File: config.mk
export PLATFORM = sky130hd
export DESIGN_NAME = cache_bus_arb
export DESIGN_NICKNAME = d
export VERILOG_FILES = /design/src/rtl/cache_bus_arb.sv
export SDC_FILE = /design/constraint.sdc
export NUM_CORES = 1
export LEC_CHECK = 0
export BUFFER_PORTS_ARGS = -buffer_cell sky130_fd_sc_hd__buf_2
export CORE_MARGIN = 10
export CORE_UTILIZATION = 30
export DETAILED_ROUTE_END_ITERATION = 10
export PLACE_DENSITY = 0.59
export SYNTH_ARGS = -nofsm -noshare
export SYNTH_HDL_FRONTEND = slang
export SYNTH_SLANG_ARGS = --single-unit
File: constraint.sdc
create_clock -name clk -period 1.9 [get_ports clk]
set_clock_uncertainty 0.1 [all_clocks]
set_input_delay 0.57 -clock clk [delete_from_list [all_inputs] [get_ports clk]]
set_output_delay 0.57 -clock clk [all_outputs]
set_load 0.005 [all_outputs]
File: src/rtl/cache_bus_arb.sv
// Arbiter between the D$ and I$ line-fill/evict ports and a single beat-serial bus.
// Bursts run to completion once granted; a tie in IDLE goes to whichever side was not granted last.
module cache_bus_arb #(
    parameter int PA_BITS      = 32,
    parameter int LOGBWPL      = 3,
    parameter int LOGBEATBYTES = 3
) (
    input  logic               clk,
    input  logic               reset,
    input  logic [1:0]         DCacheBusRW_i,
    input  logic [PA_BITS-1:0] DCacheBusAdr_i,
    output logic               DCacheBusAck_o,
    input  logic [1:0]         IFUCacheBusRW_i,
    input  logic [PA_BITS-1:0] IFUCacheBusAdr_i,
    output logic               IFUCacheBusAck_o,
    input  logic               IFUFlushStage_i,
    output logic [1:0]         BusRW_o,
    output logic [PA_BITS-1:0] BusAdr_o,
    input  logic               BusBeatReady_i,
    output logic [LOGBWPL-1:0] BeatCount_o,
    output logic               BusLast_o,
    output logic               GrantD_o,
    output logic               GrantI_o
);
    localparam int OFFSETLEN = LOGBWPL + LOGBEATBYTES;
    localparam int LINE_BITS = PA_BITS - OFFSETLEN;

    typedef enum logic [1:0] {S_IDLE, S_DBURST, S_IBURST, S_ACK} state_e;

    state_e               state_q, state_d;
    logic [LOGBWPL-1:0]   beat_q, beat_d;
    logic                 last_grant_i_q, last_grant_i_d;
    logic [1:0]           rw_q, rw_d;
    logic [LINE_BITS-1:0] line_q, line_d;

    logic d_pend, i_pend, in_burst, bus_last;
    logic unused_offset_bits;

    assign d_pend   = |DCacheBusRW_i;
    assign i_pend   = (|IFUCacheBusRW_i) & ~IFUFlushStage_i;
    assign in_burst = (state_q == S_DBURST) || (state_q == S_IBURST);
    assign bus_last = in_burst && (beat_q == '1);

    // Line offsets are regenerated from the beat counter, so the requesters' low bits are dropped.
    assign unused_offset_bits = ^{DCacheBusAdr_i[OFFSETLEN-1:0], IFUCacheBusAdr_i[OFFSETLEN-1:0]};

    // NOTE: state is only ever written with non-blocking assignments so every flop samples
    // the pre-edge value of every other flop, independent of process ordering.
    always_ff @(posedge clk or posedge reset) begin
        if (reset) begin
            state_q        <= S_IDLE;
            beat_q         <= '0;
            last_grant_i_q <= 1'b1;
            rw_q           <= '0;
            line_q         <= '0;
        end else begin
            state_q        <= state_d;
            beat_q         <= beat_d;
            last_grant_i_q <= last_grant_i_d;
            rw_q           <= rw_d;
            line_q         <= line_d;
        end
    end

    // NOTE: every combinational output is given a default first; a path that leaves one
    // unassigned would otherwise infer a latch.
    always_comb begin
        state_d        = state_q;
        beat_d         = beat_q;
        last_grant_i_d = last_grant_i_q;
        rw_d           = rw_q;
        line_d         = line_q;
        unique case (state_q)
            S_IDLE: begin
                if (d_pend && (!i_pend || last_grant_i_q)) begin
                    state_d        = S_DBURST;
                    rw_d           = DCacheBusRW_i;
                    line_d         = DCacheBusAdr_i[PA_BITS-1:OFFSETLEN];
                    last_grant_i_d = 1'b0;
                end else if (i_pend) begin
                    state_d        = S_IBURST;
                    rw_d           = IFUCacheBusRW_i;
                    line_d         = IFUCacheBusAdr_i[PA_BITS-1:OFFSETLEN];
                    last_grant_i_d = 1'b1;
                end
            end
            S_DBURST, S_IBURST: begin
                // The counter wraps to zero on its own after the final beat.
                if (BusBeatReady_i) begin
                    beat_d = beat_q + 1'b1;
                    if (bus_last) state_d = S_ACK;
                end
            end
            S_ACK:   state_d = S_IDLE;
            default: state_d = S_IDLE;
        endcase
    end

    always_comb begin
        BusRW_o          = '0;
        BusAdr_o         = '0;
        GrantD_o         = 1'b0;
        GrantI_o         = 1'b0;
        BusLast_o        = 1'b0;
        DCacheBusAck_o   = 1'b0;
        IFUCacheBusAck_o = 1'b0;
        BeatCount_o      = beat_q;
        unique case (state_q)
            S_DBURST, S_IBURST: begin
                BusRW_o   = rw_q;
                BusAdr_o  = {line_q, beat_q, {LOGBEATBYTES{1'b0}}};
                GrantD_o  = (state_q == S_DBURST);
                GrantI_o  = (state_q == S_IBURST);
                BusLast_o = bus_last;
            end
            S_ACK: begin
                // last_grant_i_q still names the owner of the burst that just finished.
                GrantD_o         = ~last_grant_i_q;
                GrantI_o         = last_grant_i_q;
                DCacheBusAck_o   = ~last_grant_i_q;
                IFUCacheBusAck_o = last_grant_i_q;
            end
            default: ;
        endcase
    end
endmodule

== Yosys cells after proc, flatten, opt, wreduce, memory -nomap -nowiden ==
Index checks and enable logic that the tools add are counted.

* Add/sub/neg operators: 1
* $mul: 0
* Divide/modulo/power cells: 0
* Order comparisons: 0
* Equal/unequal tests: 7
* Shift-type cells: 0
* Muxes and demuxes: 18
* Bitwise operators: 3
* Reduce and logical (&&, ||, !) cells: 13

{| class="wikitable"
|+ Operators with widths
! kind !! number
|-
| 26-bit 2-to-1 mux || 2
|-
| 32-bit 2-to-1 mux || 1
|-
| 2-bit 2-to-1 mux || 7
|-
| 2-bit one-hot mux with 3 select lines || 1
|-
| 2-bit OR reduction || 3
|-
| 1-bit 2-to-1 mux || 5
|-
| 2-bit equality test, second input constant || 2
|-
| 2-bit != test, second input constant || 2
|-
| 1-bit one-hot mux with 2 select lines || 2
|-
| 2-bit AND reduction || 2
|-
| 3-bit by 1-bit adder with 3-bit output, second input constant || 1
|-
| 3-bit equality test, second input constant || 1
|-
| 3-bit != test, second input constant || 1
|-
| 3-bit AND reduction || 1
|-
| 2-bit by 1-bit equality test with 1-bit output, second input constant || 1
|-
| 1-bit logical AND || 2
|-
| 2-bit zero test || 1
|-
| 1-bit logical OR || 2
|-
| 1-bit NOT || 2
|-
| 2-bit nonzero test || 1
|-
| 1-bit AND || 1
|-
| 1-bit zero test || 1
|}

* Register bits: 34
* Latch bits: 0
* Memory bits (writable): 0
* Bits in read-only memories: 0
* Bits of input ports: 72
* Output and inout bits: 42
* Word-level logic and storage cells: 47
* Memories kept: 0

== Depth between registers and ports, before layout ==
Gate-level depths: netlist (run 1).

* Depth in word-level cells: 7
* Mapped depth: 6
* Depth with buffers taken out: 5

== Worst setup path after synthesis (run 1) ==
Ideal clock, no wire load.

* Kind: register to output
* Start: register state_q[0]
* End: output BusAdr_o[10]
* Arrival: 1.162 ns
* Data required time: 1.230 ns
* Path slack: 0.068 ns
* Stages on the path, launching flop included: 5
* Buffers on the path: 1
* Path through: dfrtp_1 > inv_1 > ha_1 > clkbuf_1 > and2_1

* Cells in the longest elaborated chain, start to end: 3
* Elaborated cells on any way between the ends: 4
* Classes of those cells: eq/ne (2); mux (1); reduce/logical (1)

{| class="wikitable"
|+ RTL lines
! element !! line !! RTL
|-
| from (decl) || 30 || <nowiki>state_e state_q, state_d;</nowiki>
|-
| from (signal assigned) || 57 || <nowiki>state_q <= state_d;</nowiki>
|-
| 2-bit by 1-bit equality test with 1-bit output or 2-bit equality test (tied branches) || 108 || <nowiki>unique case (state_q)</nowiki>
|-
| 2-bit OR reduction (*) || 108 ||
|-
| 32-bit 2-to-1 mux (*) || 108 ||
|-
| to (decl) || 18 || <nowiki>output logic [PA_BITS-1:0] BusAdr_o,</nowiki>
|}

Mark *: on every way between the ends. The rest lies on a longest branch, timed or not.

== Worst setup path in the final report (run 1) ==
* Start: register state_q[1]
* End: output BusAdr_o[6]

The elaborated chain is that of the path after synthesis.

==> results.toml, run 1 <==
[route]
drtIter0Drc = 37
avgViaCountPerCell = 4.42
ant_nets = 0
drt_pass1_iterations = 4
remaining_drc_errors = 0
route.detailed.wl_per_inst_um = 13.3
finalWirelength_mm = 5.11
vias = 1692

[die]
coreArea_um2 = 6280
start_util_pct = 30.4
die_h_um = 99.8
num_io_pins = 114
dieArea_um2 = 9960
rows = 29
die_x_um = 99.8

[flow_run]
cap_violations = 0

[grt]
track_usage_pct = 10.1
grt_max_degree = 30
grt_pass1_vias = 1762
antenna_found_initial = 0
overflow = 0
grt_pass1_wl_mm = 8.22

[finish]
drive_gt1_share_pct = 43.8
final_cell_mix = "buf_2 (96), dfrtp_1 (33), nor2_1 (30), and2_1 (30), a21oi_1 (28)"
final_util_pct = 43.6
fillers = 624
antenna_cells = 0
final_common_cell = "buf_2"
final_cells = 383
nNetsFinal = 381
syn_to_final_growth_pct = 43.3

[synth]
synthFlopType = "dfrtp_1"
synth-xor-area-share_pct = 0.459
syn_avg_cell_area_um2 = 9.64
ys_warn_count = 0
yosysUniqueCellTypes = 26
synth-seq-cells = 34
synth-compound-area-share_pct = 12.8
synth_simple_gate_area_share_pct = 18.3
synthCells = 198
synth_top_family_by_area = "simple AND/OR/NAND/NOR gates"
netlist_area_um2 = 1910
synth_edf_count = 0
synth_fa_ha_area_share_pct = 2.62
synthMuxAreaShare_pct = 15.4
synth-seq-area-share_pct = 44.6
async_reset_ff_share_pct = 100

[min_path]
min_path_type = "input pin to async pin"

[worst_setup_path]
crit_fanout = 12
path_class = "flop to output pin"
cp-startpoint = "state_q[1]"
startpoint_type = "flop"
cp.required_ns = 1.23
rr_worst_depth = 6
timing.rr.start = "state_q[1]"
cp-end-kind = "output pin"
arrival_ns = 1.40

[timing]
finalHoldViolCount = 0
final_max_slew_viol_count = 0
finalCritPeriodShare_pct = 109
fmax_mhz = 483
period_minus_slack_ns = 2.07
rsz0062_at_grt = "yes"
setup_slack_ns = -0.170
finalSetupViolations = 34

[power_and_ir_drop]
powerDensity_nw_per_um2 = 1740
vdd_drop_max_mv = 0.754
p_leak_nw = 1.36

[clocking]
cts_tree = "done"
path_clk_slew_ns = 0.07
htree_levels = 2
insertion_delay_ns = 0.27
ctsLongestPathBuffers = 2
clock_tree.root_cell = "clkbuf_8"
numClockSinks = 34
cts_inserted_buffers = 5

[placed_design]
port_buffers = 98
place_hpwl_mm = 4.09
place_inst = 371
gp_congestion = 0.700

[outcome]
violations = "negative setup slack"
status = "complete, but fails checks"
==> routing by layer <==
layer	vias up	GRT usage, %	wire length, um
met3	6	5.36	486
met5	-	0	0
met1	756	10.9	2110
met2	55	16.9	2450
li1	875	-	-
met4	0	2.98	56
==> layout make-up <==
cell class,instances,area [um^2],area share [%]
multi-input cells,148,1020,37.1
flip-flops and latches,34,852,31.2
repair buffers,113,679,24.8
well taps,77,96.3,3.52
clock buffers,8,80.1,2.93
inverters,3,11.3,0.412
==> power by group <==
group | leakage (nW) | total [mW] | internal, mW | switching, mW
Sequential | 0.376 | 1.30 | 1.10 | 0.197
Combinational | 0.946 | 2.96 | 1.62 | 1.33
Clock | 0.0395 | 0.504 | 0.260 | 0.244
Total | 1.36 | 4.76 | 2.98 | 1.78
==> logic make-up (layout without fill, tap and decap cells) <==
family,Yosys count,in the layout
AOI/OAI and AO/OA,41,41
xor gates and xnor gates,1,1
adders and majority gates,4,4
buffers and inverters,18,124
DFF,34,34
muxes,29,29
other,1,3
and+or+nand+nor,70,70
==> what timing repair did <==
| action | 4_1_cts | 5_1_grt |
|---|---|---|
| resized for setup | 16 | 6 |
| hold buffers | 0 | 0 |
| pin swaps | 4 | 0 |
| buffers inserted | 3 | 1 |
| endpoints found under the setup margin | 36 | 36 |
==> critical path: stages, from the launching register on <==
cell and delay, ns:
dfrtp_1 0.40, inv_2 0.10, ha_4 0.22, buf_6 0.14
and2_1 0.15, buf_2 0.12
==> through the flow <==
step	worst slack (ns)	hold WS, ns	TNS [ns]	cell area, um^2	power, mW
final	-0.170	0.196	-5.28	2740	4.76
after CTS	-0.191	0.184	-5.87	2700	4.77
after detailed placement	0.0362	0.409	0	2540	4.02
after floorplan	0.0685	0.387	0	1920	2.81
after global routing	-0.249	0.196	-7.86	2740	5.27
after global placement	0.0380	0.397	0	2540	3.99
==> path summary, 6_finish.rpt <==
| kind | to | slack (ns) |
|---|---|---|
| max | BusAdr_o[6] | -0.17 |
| min | line_q[19] | 0.20 |
| max reg2reg | state_q[0] | 0.23 |
| min reg2reg | line_q[23] | 0.41 |
| max in group asynchronous | last_grant_i_q | 1.20 |
| min in group clk | line_q[23] | 0.41 |
==> Yosys cell counts (2+ instances only) <==
library cell  instances  area share (%)
buf_2                 4             1.0
nand2_1               5            0.98
o21ai_0               4             1.0
dfrtp_1              33              43
a21oi_1              28             7.3
mux2_2                3             1.8
nor2_1               30             5.9
ha_1                  4             2.6
buf_4                 4             1.6
and2_1               33              11
clkbuf_1              5            0.98
inv_1                 3            0.59
nor2b_1               2            0.66
mux2i_1              26              14
a31oi_1               3            0.98
==> flip-flops by register name, indices dropped and copies added (netlist names) <==
signal and flops:
last_grant_i_q 1, rw_q 2, line_q 26, BeatCount_o 3, state_q 2
Power figures use the tool's default switching activity.
==> run 2, diff against run 1 <==
--- a/config.mk
+++ b/config.mk
@@ -6,7 +6,6 @@
 export NUM_CORES = 1
 export LEC_CHECK = 0
 export BUFFER_PORTS_ARGS = -buffer_cell sky130_fd_sc_hd__buf_2
-export CORE_MARGIN = 10
 export CORE_UTILIZATION = 30
 export DETAILED_ROUTE_END_ITERATION = 10
 export PLACE_DENSITY = 0.59
==> constraint.sdc (replaced) <==
create_clock -name clk -period 2.1 [get_ports clk]
set_clock_uncertainty 0.1 [all_clocks]
set_input_delay 0.63 -clock clk [delete_from_list [all_inputs] [get_ports clk]]
set_output_delay 0.63 -clock clk [all_outputs]
set_load 0.005 [all_outputs]
==> run 2 against run 1 <==
  * Utilization rose by 0.90 points
  * The flow still finishes with violations (negative setup slack)
  * Largest cell class unchanged
  * Critical path type unchanged
  * Routed wire length is 17% lower
  * Global-route usage grew 3.0 points
==> results.toml, run 2 (synthesized netlist as in run 1, its figures left out) <==
[timing]
finalHoldViolCount = 0
finalSetupViolations = 32
finalCritPeriodShare_pct = 102
period_minus_slack_ns = 2.13
worst_hold_slack_ns = 0.322
fmax_mhz = 469
setup_slack_ns = -0.0319
final_max_slew_viol_count = 0
rsz0062_at_grt = "yes"

[worst_setup_path]
startpoint_type = "flop"
path_cells = "inv_2 > ha_4 > buf_12 > and2_1 > buf_2"
arrival_ns = 1.40
path_class = "flop to output pin"
cp-end-kind = "output pin"
cp.required_ns = 1.37
max_stage_delay_ns = 0.40
crit_fanout = 22
critPathSlowestCell = "dfrtp_1"

[clocking]
cts_hold_buf = 0
ctsLongestPathBuffers = 2
numClockSinks = 34
clock_tree.root_cell = "clkbuf_8"
cts_inserted_buffers = 5
cts_tree = "done"
htree_levels = 2
path_clk_slew_ns = 0.07
insertion_delay_ns = 0.27

[power_and_ir_drop]
powerDensity_nw_per_um2 = 1550
p_total_mw = 4.16
p_leak_nw = 1.34
vdd_drop_max_mv = 1.00

[route]
ant_nets = 0
avgViaCountPerCell = 4.46
remaining_drc_errors = 0
vias = 1690
finalWirelength_mm = 4.25
route.detailed.wl_per_inst_um = 11.2
drt_pass1_iterations = 4
drtIter0Drc = 14

[die]
die_x_um = 81.8
dieArea_um2 = 6690
rows = 28
num_io_pins = 114
coreArea_um2 = 6030
start_util_pct = 31.7
die_h_um = 81.8

[finish]
largest_register_ffs = 26
regMostFlops = "line_q"
antenna_cells = 0
final_cell_mix = "buf_2 (97), dfrtp_1 (33), and2_1 (31)"
final_common_cell = "buf_2"
nNetsFinal = 379
final_cells = 379
postLayoutCellArea_um2 = 2680
drive_gt1_share_pct = 43.1
syn_to_final_growth_pct = 40.4

[placed_design]
gp_congestion = 0.644
place_inst = 367
place_hpwl_mm = 3.15
port_buffers = 98
dpl_cell_area_um2 = 2500

[outcome]
violations = "negative setup slack"
status = "complete, but fails checks"

[grt]
grt_pass1_vias = 1464
grt_pass1_wl_mm = 6.60
overflow = 0
antenna_found_initial = 0
grt_max_degree = 35
track_usage_pct = 13.1

[min_path]
min_path_type = "input pin to async pin"

[flow_run]
cap_violations = 0
==> run 2: cell types whose count changed in the layout (fill, tap and decap cells not counted), sizes merged <==
cell,before,now
buf,113,111
==> run 2: worst paths after layout <==
check                      slack (ns)       start             end  depth (start not counted)
setup / recovery                -0.03  state_q[0]    BusAdr_o[21]                          5
hold / removal                   0.32       reset      line_q[17]                          3
setup reg to reg                 0.47  state_q[0]      state_q[0]                          6
hold reg to reg                  0.42  line_q[10]      line_q[10]                          2
max in group asynchronous        1.21       reset  last_grant_i_q                          3
min in group clk                 0.42  line_q[10]      line_q[10]                          2
==> run 2: critical path: cells and delay by family, from the launching register on <==
kind                     cells  cell delay, ns
buffers and inverters        3            0.36
adder cells (fa/ha/maj)      1            0.21
flip-flops                   1            0.40
AND/OR/NAND/NOR              1            0.16
==> run 2: per-layer routing <==
layer | track usage (%) | wire, um | vias to the layer above
met4 | 4.21 | 16 | 0
li1 | - | - | 871
met5 | 0 | 0 | -
met1 | 16.4 | 1940 | 761
met2 | 21.2 | 2050 | 56
met3 | 4.33 | 238 | 2
==> run 2: repair_timing <==
item                                    4_1_cts  5_1_grt
buffers inserted                              3        1
pin swaps                                     0        0
endpoints found under the setup margin       34       34
gates resized for setup                       9        6
==> run 2: per-stage QoR <==
| step | utilization (%) | TNS (ns) | setup WS [ns] |
|---|---|---|---|
| 4_1_cts | 43.9 | -0.656 | -0.0456 |
| 3_3_place_gp | 41.5 | 0 | 0.102 |
| 2_1_floorplan | - | 0 | 0.208 |
| 6_report | 44.5 | -0.483 | -0.0319 |
| 3_5_place_dp | 41.5 | 0 | 0.0746 |
| 5_1_grt | 44.5 | -2.64 | -0.106 |
==> run 2: final cells by class <==
cell class              count  area, um^2
fillers                   607        3350
repair buffers            111         627
flip-flops and latches     34         852
clock buffers               8        90.1
multi-input cells         148        1010
inverters                   3        11.3
well taps                  75        93.8
==> run 2: report_power, final <==
group / internal, mW / switching, mW / total [mW]
Clock: 0.267 / 0.221 / 0.488
Combinational: 1.37 / 1.14 / 2.51
Sequential: 0.995 / 0.171 / 1.17
